<file path="src/rtl/calc_pkg.sv">
// Shared widths and FSM encoding for the arithmetic, BCD conversion and display stages.
package calc_pkg;

  localparam int unsigned W_BIN  = 20;                 // magnitude width / shift iterations
  localparam int unsigned N_DIG  = 7;                  // BCD digits, 10^N_DIG > 2^W_BIN - 1
  localparam int unsigned W_BCD  = 4 * N_DIG;
  localparam int unsigned W_CNT  = $clog2(W_BIN + 1);
  localparam int unsigned W_NDIG = 3;

  typedef enum logic [1:0] {
    ST_IDLE  = 2'd0,
    ST_SHIFT = 2'd1,
    ST_DONE  = 2'd2
  } state_e;

endpackage

</file>
<file path="src/rtl/bcd_add3.sv">
// Double-dabble digit correction: add 3 to a BCD nibble that is 5 or more.
module bcd_add3 (
  input  logic [3:0] d_i,
  output logic [3:0] d_o
);

  // Per-nibble correction, no carry out.
  always_comb begin
    d_o = (d_i >= 4'd5) ? d_i + 4'd3 : d_i;
  end

endmodule

</file>
<file path="src/rtl/conversor_bcd.sv">
// Sequential binary-to-BCD converter (iterative shift-add-3) feeding the display multiplexer.
module conversor_bcd
  import calc_pkg::*;
(
  input  logic               clk,
  input  logic               rst,
  input  logic               start,
  input  logic [W_BIN-1:0]   bin,
  input  logic               sign_in,
  output logic               busy,
  output logic               done,
  output logic [W_BCD-1:0]   bcd,
  output logic               sign_out,
  output logic [W_NDIG-1:0]  ndig
);

  state_e             state_q, state_d;
  logic [W_BIN-1:0]   shreg_q, shreg_d;
  logic [W_BCD-1:0]   scr_q, scr_d;
  logic [W_CNT-1:0]   cnt_q, cnt_d;
  logic               sign_q, sign_d;
  logic [W_BCD-1:0]   bcd_q, bcd_d;
  logic               sign_out_q, sign_out_d;
  logic [W_NDIG-1:0]  ndig_q, ndig_d;

  logic [W_BCD-1:0]         scr_adj;
  logic [W_BCD-1:0]         scr_sh;
  logic [W_BIN-1:0]         shreg_sh;
  logic [W_BCD+W_BIN-1:0]   cat_sh;
  logic [W_NDIG-1:0]        ndig_enc;
  logic                     last_iter;

  assign last_iter = (cnt_q == W_CNT'(W_BIN - 1));

  // Add-3 correction on every scratch digit before the shift.
  for (genvar g = 0; g < N_DIG; g++) begin : g_add3
    bcd_add3 u_add3 (
      .d_i (scr_q[4*g +: 4]),
      .d_o (scr_adj[4*g +: 4])
    );
  end

  // Shift {scratch, shreg} left by one; the magnitude MSB enters the units digit.
  always_comb begin
    cat_sh   = {scr_adj, shreg_q} << 1;
    scr_sh   = cat_sh[W_BCD+W_BIN-1 -: W_BCD];
    shreg_sh = cat_sh[W_BIN-1:0];
  end

  // Significant-digit count of the post-shift scratch: highest non-zero digit + 1, at least 1.
  always_comb begin
    ndig_enc = W_NDIG'(1);
    for (int i = 1; i < int'(N_DIG); i++) begin
      if (scr_sh[4*i +: 4] != 4'd0) ndig_enc = W_NDIG'(i + 1);
    end
  end

  // FSM state register.
  always_ff @(posedge clk) begin
    if (rst) state_q <= ST_IDLE;
    else     state_q <= state_d;
  end

  // FSM next-state logic; start outside IDLE is dropped.
  always_comb begin
    state_d = state_q;
    unique case (state_q)
      ST_IDLE:  if (start) state_d = ST_SHIFT;
      ST_SHIFT: if (last_iter) state_d = ST_DONE;
      ST_DONE:  state_d = ST_IDLE;
      default:  state_d = ST_IDLE;
    endcase
  end

  // FSM outputs: busy while shifting, done for the single DONE cycle.
  always_comb begin
    busy = (state_q == ST_SHIFT);
    done = (state_q == ST_DONE);
  end

  // Datapath next-state: capture on accept, iterate in SHIFT, publish results on the last iteration.
  always_comb begin
    shreg_d    = shreg_q;
    scr_d      = scr_q;
    cnt_d      = cnt_q;
    sign_d     = sign_q;
    bcd_d      = bcd_q;
    sign_out_d = sign_out_q;
    ndig_d     = ndig_q;
    unique case (state_q)
      ST_IDLE: begin
        if (start) begin
          shreg_d = bin;
          sign_d  = sign_in;
          scr_d   = '0;
          cnt_d   = '0;
        end
      end
      ST_SHIFT: begin
        shreg_d = shreg_sh;
        scr_d   = scr_sh;
        cnt_d   = cnt_q + W_CNT'(1);
        if (last_iter) begin
          bcd_d      = scr_sh;
          // A zero magnitude has an all-zero BCD result, so this clears negative zero.
          sign_out_d = sign_q & (|scr_sh);
          ndig_d     = ndig_enc;
        end
      end
      default: ;
    endcase
  end

  // Datapath registers with synchronous reset.
  always_ff @(posedge clk) begin
    if (rst) begin
      shreg_q    <= '0;
      scr_q      <= '0;
      cnt_q      <= '0;
      sign_q     <= 1'b0;
      bcd_q      <= '0;
      sign_out_q <= 1'b0;
      ndig_q     <= W_NDIG'(1);
    end else begin
      shreg_q    <= shreg_d;
      scr_q      <= scr_d;
      cnt_q      <= cnt_d;
      sign_q     <= sign_d;
      bcd_q      <= bcd_d;
      sign_out_q <= sign_out_d;
      ndig_q     <= ndig_d;
    end
  end

  assign bcd      = bcd_q;
  assign sign_out = sign_out_q;
  assign ndig     = ndig_q;

endmodule

</file>
<file path="config.mk">
export PLATFORM = sky130hd
export DESIGN_NAME = conversor_bcd
export DESIGN_NICKNAME = d
export VERILOG_FILES = /design/src/rtl/calc_pkg.sv /design/src/rtl/bcd_add3.sv /design/src/rtl/conversor_bcd.sv
export SDC_FILE = /design/constraint.sdc
export NUM_CORES = 1
export LEC_CHECK = 0
export ABC_AREA = 1
export CORE_MARGIN = 2
export CORE_UTILIZATION = 49
export DETAILED_ROUTE_END_ITERATION = 8
export DONT_BUFFER_PORTS = 1
export GPL_ROUTABILITY_DRIVEN = 0
export PLACE_DENSITY = 0.6
export SYNTH_ARGS = -nofsm -noshare
export SYNTH_HDL_FRONTEND = slang
export SYNTH_SLANG_ARGS = --single-unit
</file>
<file path="constraint.sdc">
create_clock -name clk -period 4.55 [get_ports clk]
set_input_delay 0.91 -clock clk [delete_from_list [all_inputs] [get_ports clk]]
set_output_delay 0.91 -clock clk [all_outputs]
set_load 0.05 [all_outputs]
</file>
* Word-level counts from Yosys, hierarchy flattened
Index checks and enable logic that the tools add are counted.
W data, S select, Z words.
** Word-level totals
- Memory bits (writable) :: 0
- Memories :: 0
- ROM bits :: 0
- Bits in registers :: 88
- Latch bits :: 0
** Cells by class
- Divide/modulo/power cells :: 0
- Bitwise gates (word level) :: 1
- Eq/ne operators :: 5
- Add/sub/neg operators :: 8
- Mux-type cells :: 22
- Magnitude comparators :: 7
- Reduce and logical (&&, ||, !) cells :: 13
- Multiply operators :: 0
- Shift-type cells :: 0
** Operators with widths (number)
- $pmux W28 S2 :: 1
- $pmux W20 S2 :: 1
- $ge A4 B3 Y1 const B :: 7
- $mux W28 :: 1
- $reduce_or A28 Y1 :: 1
- $add A4 B2 Y4 const B :: 6
- $mux W4 :: 6
- $reduce_bool A4 Y1 :: 6
- $mux W20 :: 1
- $mux W3 :: 6
- $pmux W5 S2 :: 1
- $reduce_and A2 Y1 :: 4
- $mux W2 :: 3
- $add A5 B1 Y5 const B :: 1
- $eq A5 B5 Y1 const B :: 1
- $mux W5 :: 1
- $pmux W2 S2 :: 1
- $add A3 B2 Y3 const B :: 1
- $eq A2 B1 Y1 const B :: 1
- $eq A2 B2 Y1 const B :: 1
- $logic_not A2 Y1 :: 1
- $ne A2 B1 Y1 const B :: 1
- $ne A2 B2 Y1 const B :: 1
- $reduce_bool A2 Y1 :: 1
- $and A1 B1 Y1 :: 1

* Logic depth before layout (Yosys ltp)
- Word-level depth :: 9
- Depth in mapped cells :: 14
- Depth with buffers taken out :: 14

* Hierarchy
Synthesis repeated with hierarchy kept, for this count alone.
** Unflattened totals
- Cells, all modules :: 594
- Area, all modules :: 4339.2 sq um
** By module, submodules not included
- conversor_bcd :: times used 1, sequential area each 1761.7 sq um, area an instance 3393.3 sq um, cells an instance 433
- bcd_add3 :: times used 7, sequential area each 0.0 sq um, area an instance 135.1 sq um, cells an instance 23

* Least setup slack after synthesis
No wires, ideal clock.
- Kind :: register to output
- Start point :: reg state_q[0]
- End point :: out done
- Stages on the path, launching flop included :: 2
- Buffers on the path :: 0
- Data required time :: 3.640 ns
- Arrival :: 1.025 ns
- Setup slack :: 2.615 ns
- Cell sequence :: dfxtp_1 > nor2_1
** On the way
- Word-level cells in the longest chain between the ends :: 1
** RTL lines
- start, declared :: line conversor_bcd.sv:17 : state_e state_q, state_d;
- start signal, assigned :: line conversor_bcd.sv:61 : else state_q <= state_d;
- $eq A2 B2 Y1 :: line conversor_bcd.sv:78 : done = (state_q == ST_DONE);
- end, declared :: line conversor_bcd.sv:11 : output logic done,
No other way between the ends.

* Worst setup path in the final report
Ends and elaborated chain as after synthesis.

==> metrics.md <==
| Metric | Value |
|---|---|
| Final WL | between 8 and 9 mm |
| Largest fanout of any net on the critical path | 3 |
| Setup crit end kind | output port |
| Bufs on Longest Clock Path | 2 |
| Reported max-cap violation count | 0 |
| Required @ worst endpoint | 3.64 ns |
| Initial standard-cell utilization of the core | between 50% and 60% |
| Top cell family by delay on the critical path | simple AND/OR/NAND/NOR gates |
| Proportion of netlist area held by the largest area contributor | 42.3% |
| Standard cell area after detailed placement | between 0.004 and 0.005 mm2 |
| Top-level I/O count | 58 |
| Crit-path max cell delay | about 0.70 ns |
| Flip-flop and latch count after synthesis | 88 |
| Count of synthesis-stage warnings from yosys | 0 |
| Crit path cell chain | nor2_1 |
| Horizontal extent of the die | around 96 um |
| Fmax | ~430 MHz |
| Cell area after layout | 0.00443 mm2 |
| Biggest area contributors in the synthesized netlist | sky130_fd_sc_hd__dfxtp_1 (42%), sky130_fd_sc_hd__nand2_1 (8.2%), sky130_fd_sc_hd__a21oi_1 (5.3%) |
| RSZ-0062 raised after global routing | no |
| Final HPWL from detailed placement | slightly below 6 mm |
| # port buffers | 0 |
| Clk sink count | slightly below 90 |
| Sequential area share after synthesis | a little over two fifths |
| Register clock-pin slew on the reported worst setup and hold paths | approximately 0.090 ns |
| Worst clock skew | just under 0.01 ns |
| Sort of element at the start of the critical path | flop |
| Number of unique standard cell types used by synthesis | 32 |
| Data arrival time of the critical path | ~1.4 ns |
| Post-layout instance count excluding filler cells | about 630 |
| Initial antenna violation count | 0 |
| Leakage Power | roughly 0.0018 uW |
| Hold Path Class | reg -> reg |
| Worst vdd ir | roughly 0.17 mV |
| Total die area | 0.00925 mm2 |
| Overflow left after global routing | 0 |
| Final Max Slew Viols | 0 |
| First-pass iteration count of the detailed router | 4 |
| Ratio of cells with drive above 1 in the final layout | between 15 and 20% |
| Fillcell total | 794 |
| Slew headroom | a little over a fifth |
| Layout-stage area growth over the synthesis result | 6.49% |
| Antenna Nets Post-Route | 0 |
| Fin util | a little over half |
| Global-route wire length before repair | around 15 mm |
| Number of setup buffers added after CTS | 0 |
| Power density over the cells | roughly 350 mW/mm2 |
| Number of placed instances, taps included | 609 |
| Final critical path time including I/O delays and setup | between 2 and 2.5 ns |
| Cell Rows | 33 |
| Cell type with the highest aggregate area in the netlist | sky130_fd_sc_hd__dfxtp_1 |
| Syn_nets | roughly 570 |
| Final period utilization | 51.5% |
| All-Layer GR Usage | between 20% and 30% |
| Detailed-route via count | around 3400 |
| Worst Setup Slack, final | 2.21 ns |
| Number of global-route vias before repair | 3280 |
| Hold-fix buffers at CTS | 0 |
| Count of antenna diodes in the layout | 0 |
| Total buffers and inverters traversed by the critical path | 0 |
| Core region area | about 0.008 mm2 |
| CTS tree | built |
| Setup violators final | 0 |
| Mean post-synth cell area | a little under 8 um2 |
| First DRT Iteration DRCs | about 100 |
| Slew at the pin closest to its max-slew limit | ~1.2 ns |
| Master of the slowest instance on the critical path | sky130_fd_sc_hd__nor2_1 |
| Gate count of the mapped netlist | between 500 and 600 |
| Chip Height | about 96 um |
| Commonest non-fill, non-tap cell in the layout | sky130_fd_sc_hd__nand2_1 |
| H-Tree Depth | 3 |
| DRC | 0 |
| Kind of critical path | reg -> out |
| Cts repair resizes | 0 |
| Inserted Clock Buffers | 9 |
| NumNets Final | between 500 and 600 |
| Netlist area before placement | 0.00416 mm2 |
| Root cell of the clock tree | sky130_fd_sc_hd__clkbuf_8 |
| Final hold violations | 0 |
| Clock latency of the later-clocked register in the worst-skew pair | around 0.36 ns |
| Run status | completed |
| Maximum number of pins on one net before global-route repair | 62 |
| Routed length per instance | 14.0 um |
| Average via count per standard cell | roughly 5.5 |
| Final-layout setup total negative slack | 0 ns |
| Pre-CTS worst setup slack | 2.29 ns |
| Commonest non-fill, non-tap cells in the layout | sky130_fd_sc_hd__nand2_1 (91), sky130_fd_sc_hd__dfxtp_1 (88), sky130_fd_sc_hd__inv_1 (47) |
[sequential cells by signal (all words and copies together) (netlist names)]
name      count
shreg_q      20
ndig          3
bcd          28
sign_q        1
state_q       2
cnt_q         5
scr_q        28
sign_out      1
[layer usage]
metal | vias to the layer above | part of all wire (%) | track usage (%)
li1 | 1765 | - | -
met4 | 0 | 1.5 | 7.98
met2 | 63 | 47 | 33.0
met5 | - | 0 | 0
met3 | 11 | 5.2 | 4.39
met1 | 1607 | 47 | 25.4
[where the power goes]
| group | switching, uW | total [uW] | internal (uW) |
|---|---|---|---|
| combinational | 67.5 | 93.3 | 25.7 |
| sequential | 10.3 | 797 | 787 |
| clock | 289 | 672 | 383 |
[per-stage QoR]
stage / hold slack [ns] / power (uW)
3_3_place_gp: 0.449 / 908
3_5_place_dp: 0.451 / 910
2_1_floorplan: 0.430 / 897
5_1_grt: 0.485 / 1610
4_1_cts: 0.465 / 1580
6_report: 0.463 / 1560
[worst register-to-register path, delay by kind of cell, from the launching register on]
kind / cells / cell delay (ns)
compound gates: 1 / 0.13
fa+ha+maj: 1 / 0.24
buf+inv: 1 / 0.19
flops: 1 / 0.38
simple gates: 4 / 1.24
[cell families (layout without fill, tap and decap cells)]
| family | count (synthesis) | count (layout) | synth area share [%] |
|---|---|---|---|
| and+or+nand+nor | 200 | 200 | 24.5 |
| AOI/OAI and AO/OA | 142 | 142 | 20.6 |
| DFF | 88 | 88 | 42.3 |
| buffers and inverters | 81 | 75 | 8.11 |
| adders and majority gates | 15 | 15 | 4.51 |
[synth_stat cells (all sizes together)]
cell type	number
ha	15
clkbuf	5
nand4	15
inv	59
and2	5
o21ai	44
buf	17
a31oi	4
o211ai	6
o22ai	26
nand3	29
a21oi	45
dfxtp	88
a32o	1
a21boi	2
nor2	34
nand2	117
a22oi	14
[final cells by class]
| type | instances | area (um2) | area share (%) |
|---|---|---|---|
| flip-flops and latches | 88 | 1760 | 39.7 |
| clock buffers | 10 | 138 | 3.10 |
| inverters | 59 | 224 | 5.05 |
| clock inverters | 6 | 115 | 2.60 |
| multi-input cells | 357 | 2060 | 46.6 |
| well taps | 105 | 131 | 2.96 |
[path summary, 6_finish.rpt]
check	slack, ns	from	depth (start not counted)	end
max	2.21	state_q[0]	1	done
min	0.46	shreg_q[5]	2	shreg_q[5]
max reg2reg	2.32	cnt_q[0]	7	sign_out
min reg2reg	0.46	shreg_q[5]	2	shreg_q[5]
Note: power is estimated with default switching activity, not from simulation.
